===== config.mk =====
export PLATFORM = sky130hd
export DESIGN_NAME = stream_pixel_source
export DESIGN_NICKNAME = d
export VERILOG_FILES = /design/src/rtl/fractal_pkg.sv /design/src/rtl/sync_fifo.sv /design/src/rtl/stream_pixel_source.sv
export SDC_FILE = /design/constraint.sdc
export NUM_CORES = 1
export LEC_CHECK = 0
export ABC_AREA = 1
export CORE_ASPECT_RATIO = 0.8
export CORE_UTILIZATION = 45
export DETAILED_ROUTE_END_ITERATION = 10
export GPL_TIMING_DRIVEN = 0
export HOLD_SLACK_MARGIN = 0.12
export PLACE_DENSITY = 0.76
export SLEW_MARGIN = 30
export SYNTH_ARGS = -nofsm -noshare
export SYNTH_HDL_FRONTEND = slang
export SYNTH_SLANG_ARGS = --single-unit

===== constraint.sdc =====
create_clock -name clock -period 2.6 [get_ports clock]
set_input_delay 0.78 -clock clock [delete_from_list [all_inputs] [get_ports clock]]
set_output_delay 0.78 -clock clock [all_outputs]
set_load 0.05 [all_outputs]

===== src/rtl/fractal_pkg.sv =====
// Shared types and helpers for the fractal video path: FSM states,
// address-width helper and the solver-value to colour mapping.
package fractal_pkg;

  typedef enum logic [1:0] {
    ST_IDLE  = 2'd0,
    ST_ISSUE = 2'd1,
    ST_DRAIN = 2'd2
  } state_t;

  localparam int MAP_W = 32;

  function automatic int fn_clog2_min1(input int n);
    return (n <= 2) ? 1 : $clog2(n);
  endfunction

  // Word address width inside one solver memory (ceil of pixels / solvers).
  function automatic int fn_addr_w(input int w, input int h, input int n);
    return fn_clog2_min1((w * h + n - 1) / n);
  endfunction

  // mode 0: value replicated MSB-first across data_w bits.
  // mode 1: all-ones value maps to black, anything else to all-ones.
  function automatic logic [MAP_W-1:0] fn_colour_map(
    input logic [MAP_W-1:0] value,
    input int               iter_w,
    input int               data_w,
    input logic             mode
  );
    logic [MAP_W-1:0] res;
    logic [MAP_W-1:0] ones;
    logic [4:0]       di;
    logic [4:0]       si;
    res  = '0;
    ones = (MAP_W'(1) << iter_w) - MAP_W'(1);
    if (mode) begin
      if ((value & ones) != ones) begin
        res = (MAP_W'(1) << data_w) - MAP_W'(1);
      end
    end else begin
      for (int k = 0; k < MAP_W; k++) begin
        if (k < data_w) begin
          di      = 5'(data_w - 1 - k);
          si      = 5'(iter_w - 1 - (k % iter_w));
          res[di] = value[si];
        end
      end
    end
    return res;
  endfunction

endpackage


===== src/rtl/sync_fifo.sv =====
// First-word-fall-through synchronous FIFO with occupancy count; the head
// word reads as zero while empty. A push into a full FIFO is accepted only
// together with a pop.
module sync_fifo #(
  parameter int WIDTH = 8,
  parameter int DEPTH = 4,
  parameter int CNT_W = $clog2(DEPTH + 1)
)(
  input  logic             clk,
  input  logic             srst,
  input  logic             i_push,
  input  logic [WIDTH-1:0] i_data,
  input  logic             i_pop,
  output logic [WIDTH-1:0] o_data,
  output logic             o_valid,
  output logic [CNT_W-1:0] o_count
);

  localparam int PTR_W = (DEPTH > 1) ? $clog2(DEPTH) : 1;

  logic [WIDTH-1:0] r_mem [DEPTH];
  logic [PTR_W-1:0] r_wr_ptr;
  logic [PTR_W-1:0] r_rd_ptr;
  logic [CNT_W-1:0] r_count;
  logic             w_empty;
  logic             w_full;
  logic             w_do_pop;
  logic             w_do_push;

  assign w_empty   = (r_count == '0);
  assign w_full    = (r_count == CNT_W'(DEPTH));
  assign w_do_pop  = i_pop && !w_empty;
  assign w_do_push = i_push && (!w_full || w_do_pop);

  always_ff @(posedge clk) begin
    if (w_do_push) begin
      r_mem[r_wr_ptr] <= i_data;
    end
  end

  always_ff @(posedge clk) begin
    if (srst) begin
      r_wr_ptr <= '0;
      r_rd_ptr <= '0;
      r_count  <= '0;
    end else begin
      if (w_do_push) begin
        r_wr_ptr <= (r_wr_ptr == PTR_W'(DEPTH - 1)) ? '0 : r_wr_ptr + PTR_W'(1);
      end
      if (w_do_pop) begin
        r_rd_ptr <= (r_rd_ptr == PTR_W'(DEPTH - 1)) ? '0 : r_rd_ptr + PTR_W'(1);
      end
      case ({w_do_push, w_do_pop})
        2'b10:   r_count <= r_count + CNT_W'(1);
        2'b01:   r_count <= r_count - CNT_W'(1);
        default: r_count <= r_count;
      endcase
    end
  end

  assign o_data  = w_empty ? '0 : r_mem[r_rd_ptr];
  assign o_valid = !w_empty;
  assign o_count = r_count;

endmodule


===== src/rtl/stream_pixel_source.sv =====
// Raster-order pixel source: issues credit-gated reads to the interleaved
// solver memories, colour-maps the returns and streams them Avalon-ST style.
// Optional palette lookup: define STREAM_PIXEL_SOURCE_PALETTE_EN.
module stream_pixel_source
  import fractal_pkg::*;
#(
  parameter int FRAME_W      = 640,
  parameter int FRAME_H      = 480,
  parameter int NUM_SOLVERS  = 29,
  parameter int READ_LATENCY = 2,
  parameter int ITER_W       = 4,
  parameter int DATA_W       = 8
)(
  input  logic                                                 clock,
  input  logic                                                 reset,
  input  logic                                                 start,
  input  logic                                                 continuous,
  input  logic                                                 mode,
  output logic [fn_clog2_min1(NUM_SOLVERS)-1:0]                rd_id,
  output logic [fn_addr_w(FRAME_W, FRAME_H, NUM_SOLVERS)-1:0]  rd_addr,
  output logic                                                 rd_en,
  input  logic [ITER_W-1:0]                                    rd_data,
`ifdef STREAM_PIXEL_SOURCE_PALETTE_EN
  input  logic                                                 pal_we,
  input  logic [ITER_W-1:0]                                    pal_addr,
  input  logic [DATA_W-1:0]                                    pal_wdata,
`endif
  input  logic                                                 src_ready,
  output logic                                                 src_valid,
  output logic                                                 src_sop,
  output logic                                                 src_eop,
  output logic [DATA_W-1:0]                                    src_data,
  output logic                                                 busy,
  output logic [15:0]                                          frame_count
);

  localparam int TOTAL  = FRAME_W * FRAME_H;
  localparam int ID_W   = fn_clog2_min1(NUM_SOLVERS);
  localparam int ADDR_W = fn_addr_w(FRAME_W, FRAME_H, NUM_SOLVERS);
  localparam int PIX_W  = fn_clog2_min1(TOTAL);
`ifdef STREAM_PIXEL_SOURCE_PALETTE_EN
  localparam int LOOKUP_STAGES = 1;
`else
  localparam int LOOKUP_STAGES = 0;
`endif
  localparam int FIFO_DEPTH = READ_LATENCY + 2 + LOOKUP_STAGES;
  localparam int CNT_W      = $clog2(FIFO_DEPTH + 1);
  localparam int FIFO_W     = DATA_W + 2;

  state_t                  r_state;
  state_t                  w_state_next;
  logic [PIX_W-1:0]        r_pix;
  logic [ID_W-1:0]         r_id;
  logic [ADDR_W-1:0]       r_addr;
  logic [READ_LATENCY-1:0] r_tag_v;
  logic [READ_LATENCY-1:0] r_tag_sop;
  logic [READ_LATENCY-1:0] r_tag_eop;
  logic [15:0]             r_frame_count;
  logic                    w_issue;
  logic                    w_last_pix;
  logic                    w_credit_ok;
  logic                    w_push;
  logic                    w_push_sop;
  logic                    w_push_eop;
  logic [DATA_W-1:0]       w_push_data;
  logic                    w_pop;
  logic                    w_fifo_valid;
  logic [FIFO_W-1:0]       w_fifo_out;
  logic [CNT_W-1:0]        w_fifo_count;
  logic [CNT_W-1:0]        w_in_flight;

`ifdef STREAM_PIXEL_SOURCE_PALETTE_EN
  logic [DATA_W-1:0]       r_pal [2**ITER_W];
  logic                    r_pipe_v;
  logic                    r_pipe_sop;
  logic                    r_pipe_eop;
  logic [ITER_W-1:0]       r_pipe_val;
`endif

  assign w_last_pix  = (r_pix == PIX_W'(TOTAL - 1));
  // Reads in flight plus FIFO occupancy never exceed the FIFO depth, so
  // every return always has a slot even with the sink stalled.
  assign w_credit_ok = (({1'b0, w_in_flight} + {1'b0, w_fifo_count}) < (CNT_W + 1)'(FIFO_DEPTH));

  always_ff @(posedge clock) begin
    if (reset) begin
      r_state <= ST_IDLE;
    end else begin
      r_state <= w_state_next;
    end
  end

  always_comb begin
    w_state_next = r_state;
    w_issue      = 1'b0;
    case (r_state)
      ST_IDLE: begin
        if (start) begin
          w_state_next = ST_ISSUE;
        end
      end
      ST_ISSUE: begin
        w_issue = w_credit_ok;
        if (w_credit_ok && w_last_pix) begin
          w_state_next = continuous ? ST_ISSUE : ST_DRAIN;
        end
      end
      ST_DRAIN: begin
        if ((w_fifo_count == '0) && (w_in_flight == '0)) begin
          w_state_next = ST_IDLE;
        end
      end
      default: w_state_next = ST_IDLE;
    endcase
  end

  // Pixel, solver-select and word-address counters advance together.
  always_ff @(posedge clock) begin
    if (reset) begin
      r_pix  <= '0;
      r_id   <= '0;
      r_addr <= '0;
    end else if (w_issue) begin
      if (w_last_pix) begin
        r_pix  <= '0;
        r_id   <= '0;
        r_addr <= '0;
      end else begin
        r_pix <= r_pix + PIX_W'(1);
        if (r_id == ID_W'(NUM_SOLVERS - 1)) begin
          r_id   <= '0;
          r_addr <= r_addr + ADDR_W'(1);
        end else begin
          r_id <= r_id + ID_W'(1);
        end
      end
    end
  end

  always_ff @(posedge clock) begin
    if (reset) begin
      r_tag_v   <= '0;
      r_tag_sop <= '0;
      r_tag_eop <= '0;
    end else begin
      r_tag_v[0]   <= w_issue;
      r_tag_sop[0] <= w_issue && (r_pix == '0);
      r_tag_eop[0] <= w_issue && w_last_pix;
      for (int i = 1; i < READ_LATENCY; i++) begin
        r_tag_v[i]   <= r_tag_v[i-1];
        r_tag_sop[i] <= r_tag_sop[i-1];
        r_tag_eop[i] <= r_tag_eop[i-1];
      end
    end
  end

  always_comb begin
    w_in_flight = '0;
    for (int i = 0; i < READ_LATENCY; i++) begin
      w_in_flight = w_in_flight + CNT_W'(r_tag_v[i]);
    end
`ifdef STREAM_PIXEL_SOURCE_PALETTE_EN
    w_in_flight = w_in_flight + CNT_W'(r_pipe_v);
`endif
  end

`ifdef STREAM_PIXEL_SOURCE_PALETTE_EN
  always_ff @(posedge clock) begin
    if (reset) begin
      for (int i = 0; i < 2**ITER_W; i++) begin
        r_pal[i] <= '0;
      end
    end else if (pal_we) begin
      r_pal[pal_addr] <= pal_wdata;
    end
  end

  // Extra stage so the palette read sits in its own cycle.
  always_ff @(posedge clock) begin
    if (reset) begin
      r_pipe_v   <= 1'b0;
      r_pipe_sop <= 1'b0;
      r_pipe_eop <= 1'b0;
      r_pipe_val <= '0;
    end else begin
      r_pipe_v   <= r_tag_v[READ_LATENCY-1];
      r_pipe_sop <= r_tag_sop[READ_LATENCY-1];
      r_pipe_eop <= r_tag_eop[READ_LATENCY-1];
      r_pipe_val <= rd_data;
    end
  end

  assign w_push      = r_pipe_v;
  assign w_push_sop  = r_pipe_sop;
  assign w_push_eop  = r_pipe_eop;
  assign w_push_data = mode ? r_pal[r_pipe_val]
                            : DATA_W'(fn_colour_map(MAP_W'(r_pipe_val), ITER_W, DATA_W, 1'b0));
`else
  assign w_push      = r_tag_v[READ_LATENCY-1];
  assign w_push_sop  = r_tag_sop[READ_LATENCY-1];
  assign w_push_eop  = r_tag_eop[READ_LATENCY-1];
  assign w_push_data = DATA_W'(fn_colour_map(MAP_W'(rd_data), ITER_W, DATA_W, mode));
`endif

  sync_fifo #(
    .WIDTH (FIFO_W),
    .DEPTH (FIFO_DEPTH),
    .CNT_W (CNT_W)
  ) u_fifo (
    .clk     (clock),
    .srst    (reset),
    .i_push  (w_push),
    .i_data  ({w_push_sop, w_push_eop, w_push_data}),
    .i_pop   (w_pop),
    .o_data  (w_fifo_out),
    .o_valid (w_fifo_valid),
    .o_count (w_fifo_count)
  );

  assign w_pop = w_fifo_valid && src_ready;

  always_ff @(posedge clock) begin
    if (reset) begin
      r_frame_count <= '0;
    end else if (w_pop && w_fifo_out[FIFO_W-2]) begin
      r_frame_count <= r_frame_count + 16'd1;
    end
  end

  assign rd_en       = w_issue;
  assign rd_id       = r_id;
  assign rd_addr     = r_addr;
  assign src_valid   = w_fifo_valid;
  assign src_sop     = w_fifo_out[FIFO_W-1];
  assign src_eop     = w_fifo_out[FIFO_W-2];
  assign src_data    = w_fifo_out[DATA_W-1:0];
  assign busy        = (r_state != ST_IDLE) || w_fifo_valid;
  assign frame_count = r_frame_count;

endmodule

==> impl_metrics.ini <==
[hold_path]
hold_class = reg2reg
holdPathStages = 2

[pwr]
power_frac_seq_pct = 37.6
switching_power_uw = 1618
pwr-share-comb_pct = 30.8
finalPower_uw = 4466
intPower_uw = 2848
p_clk_share_pct = 31.6
power_density_mw_per_mm2 = 737.6
vdd_drop_max_uv = 427.3
p_leak_uw = 0.002361
p_sw_share_pct = 36.24

[floorplan]
io_pins = 58
fp.dieH_um = 95.83
rows = 33
core_area_sq_mm = 0.01049
initial_core_util_pct = 47.22
die_width_um = 119.3
dieArea_sq_mm = 0.01143

[timing]
rsz0062_at_grt = yes
finalCritPeriodShare_pct = 97.45
max_freq_mhz = 394.7
min_period_ns = 2.534
finalSetupTns_ns = 0
hold_violations = 0
fin_ws_ns = 0.06642
timing.final.max_slew_violations = 0
skew_ns = 0.007256
finalSetupViolCount = 0
worst_slew_pin_slew_ns = 0.5969
slew-limit-headroom_pct = 60.06

[critical_path]
cp_slowest_cell = dfxtp_2
worst-path-stages = 5
r2r_slack_ns = 0.49
reg2reg_depth = 10
required_ns = 1.82
max_stage_delay_ns = 0.38
path_class = reg2out
critPathBufInv = 2
cp_top_family = buffers and inverters
crit_chain = nor2_1 > nand2_1 > clkinvlp_4 > a21oi_1 > clkbuf_4
cp_max_fo = 8
end_kind = output pin
arrival_ns = 1.75
worstSetupStartpointType = flip-flop

[synthesis]
yosysWarnings = 0
seq_area_frac_synth_pct = 43.25
syn_avg_cell_area_sq_um = 7.492
synth_edf_count = 24
synth-seq-cells = 95
synthArstFlopShare_pct = 0
synthFlopType = dfxtp_1
synth_nets = 687
ys_types = 39
syn_inst = 661
netlist_area_sq_mm = 0.004952

[detailed_routing]
vias = 4468
avgViaCountPerCell = 5.095
drc_errors = 0
drt-initial-drc-count = 324
drt_wl_total_um = 11290
drt_first_pass_iters = 5
wl_per_cell_um = 12.87
ant_nets = 0

[cts]
cts_tree = built
numCtsBuffers = 9
cts_max_path_buffers = 2
clk_pin_slew_ns = 0.06
clk_root_buffer_cell = clkbuf_16
insertion_delay_ns = 0.34
ctsHoldBuffers = 0
htree_levels = 3
cts_num_sinks = 95

[global_routing]
grt.overflow.total = 0
use_met3_pct = 4.088
grt_pass1_wl_um = 18910
grt_use_met2_pct = 35.13
grt_busiest_layer = met2
track_usage_pct = 21.07
grtUsageMet1_pct = 27.49
antenna_found_initial = 0
grt_pass1_vias = 4082
grt_max_degree = 17

[final_layout]
layout_commonest_cell = nand2_1
drive_gt1_share_pct = 11.26
area_growth_pct = 22.26
utilization_pct = 57.73
layout_common_cells = nand2_1, nor2_1, inv_1
nets = 758
antenna_cells = 0

[placed_design]
gp_congestion = 0.8798
portBuffers = 57
dp_hpwl_um = 8138
pre_cts_slack_ns = -0.5823

[run]
drv_cap = 0

[run_status]
status = finished, final reports clean
-- logic make-up after synthesis --
| logic type | synth area share (%) |
|---|---|
| AOI/OAI and AO/OA | 10.18 |
| xor gates and xnor gates | 3.007 |
| adders and majority gates | 4.194 |
| buffers and inverters | 8.262 |
| DFF | 43.25 |
| and+or+nand+nor | 31.10 |
-- layer usage --
layer	up-vias	wire length, um
met3	15	610
met2	133	5211
met5	-	0
met1	2037	5273
met4	0	193
li1	2283	-
-- area by class of cell --
cell class | count | area [sq um]
fill | 948 | 4433
multi-input combinational | 467 | 2424
sequential | 95 | 2146
timing repair buffer | 60 | 560.5
inverter | 81 | 307.8
clock buffer | 10 | 229.0
tap | 140 | 175.2
buffer | 18 | 120.1
clock inverter | 6 | 92.59
-- cells in the mapped netlist, drive strengths merged, types with 2 or more instances --
cell type  count  area share [%]
edfxtp        24              15
xor2          14             2.5
dfxtp         71              29
a21oi         49             5.0
nor4           2            0.25
nor3          14             1.4
o21bai         2            0.30
inv           81             6.1
clkbuf         8            0.61
o21ai         39             4.1
nor2         114              10
buf           10             1.5
ha            15             3.8
nand3         44             5.2
nand4         14             1.8
nand3b         2            0.30
xnor2          3            0.53
nand2        146              12
-- tightest hold or removal path, cell delays in order, from the launching register on --
cell and delay [ns]:
dfxtp_1 0.30, inv_1 0.04, nor2_1 0.03
-- power by group through the flow --
| stage | sequential (uW) | combinational (uW) | clock (uW) |
|---|---|---|---|
| after floorplan | 1720 | 953 | 0 |
| after global placement | 1690 | 1370 | 0 |
| after detailed placement | 1700 | 1400 | 0 |
| after CTS | 1670 | 1360 | 1430 |
| after global routing | 1690 | 1490 | 1500 |
| final | 1680 | 1380 | 1410 |
-- sequential cells by signal, summed over array words and instances, names as in the netlist, named ones only --
signal / count
r_tag_sop: 2
rd_id: 5
u_fifo.r_rd_ptr: 2
r_tag_eop: 2
u_fifo.o_count: 3
u_fifo.r_wr_ptr: 2
r_state: 2
r_pix: 19
r_tag_v: 2
frame_count: 16
rd_addr: 14
u_fifo.r_mem: 24
-- path summary, 6_finish.rpt --
path,end,from
worst min register to register,r_tag_eop[1],r_tag_eop[0]
worst max-delay path,src_sop,u_fifo.o_count[0]
worst max register to register,u_fifo.o_count[2],u_fifo.o_count[0]
worst min-delay path,r_tag_eop[1],r_tag_eop[0]
-- timing repair --
action,4_1_cts,5_1_grt
endpoints found under the setup margin,12,14
gates resized for setup,54,29
setup buffers,1,2
pin swaps,1,1
-- stage by stage --
stage	cell area, sq um	hold slack, ns	std cells
after detailed placement	5713	0.3988	858
after global placement	5713	0.3972	858
after floorplan	4967	0.3883	661
final	6055	0.4047	877
after CTS	6038	0.4078	875
after global routing	6055	0.4262	877
Power figures use the tool's default switching activity.
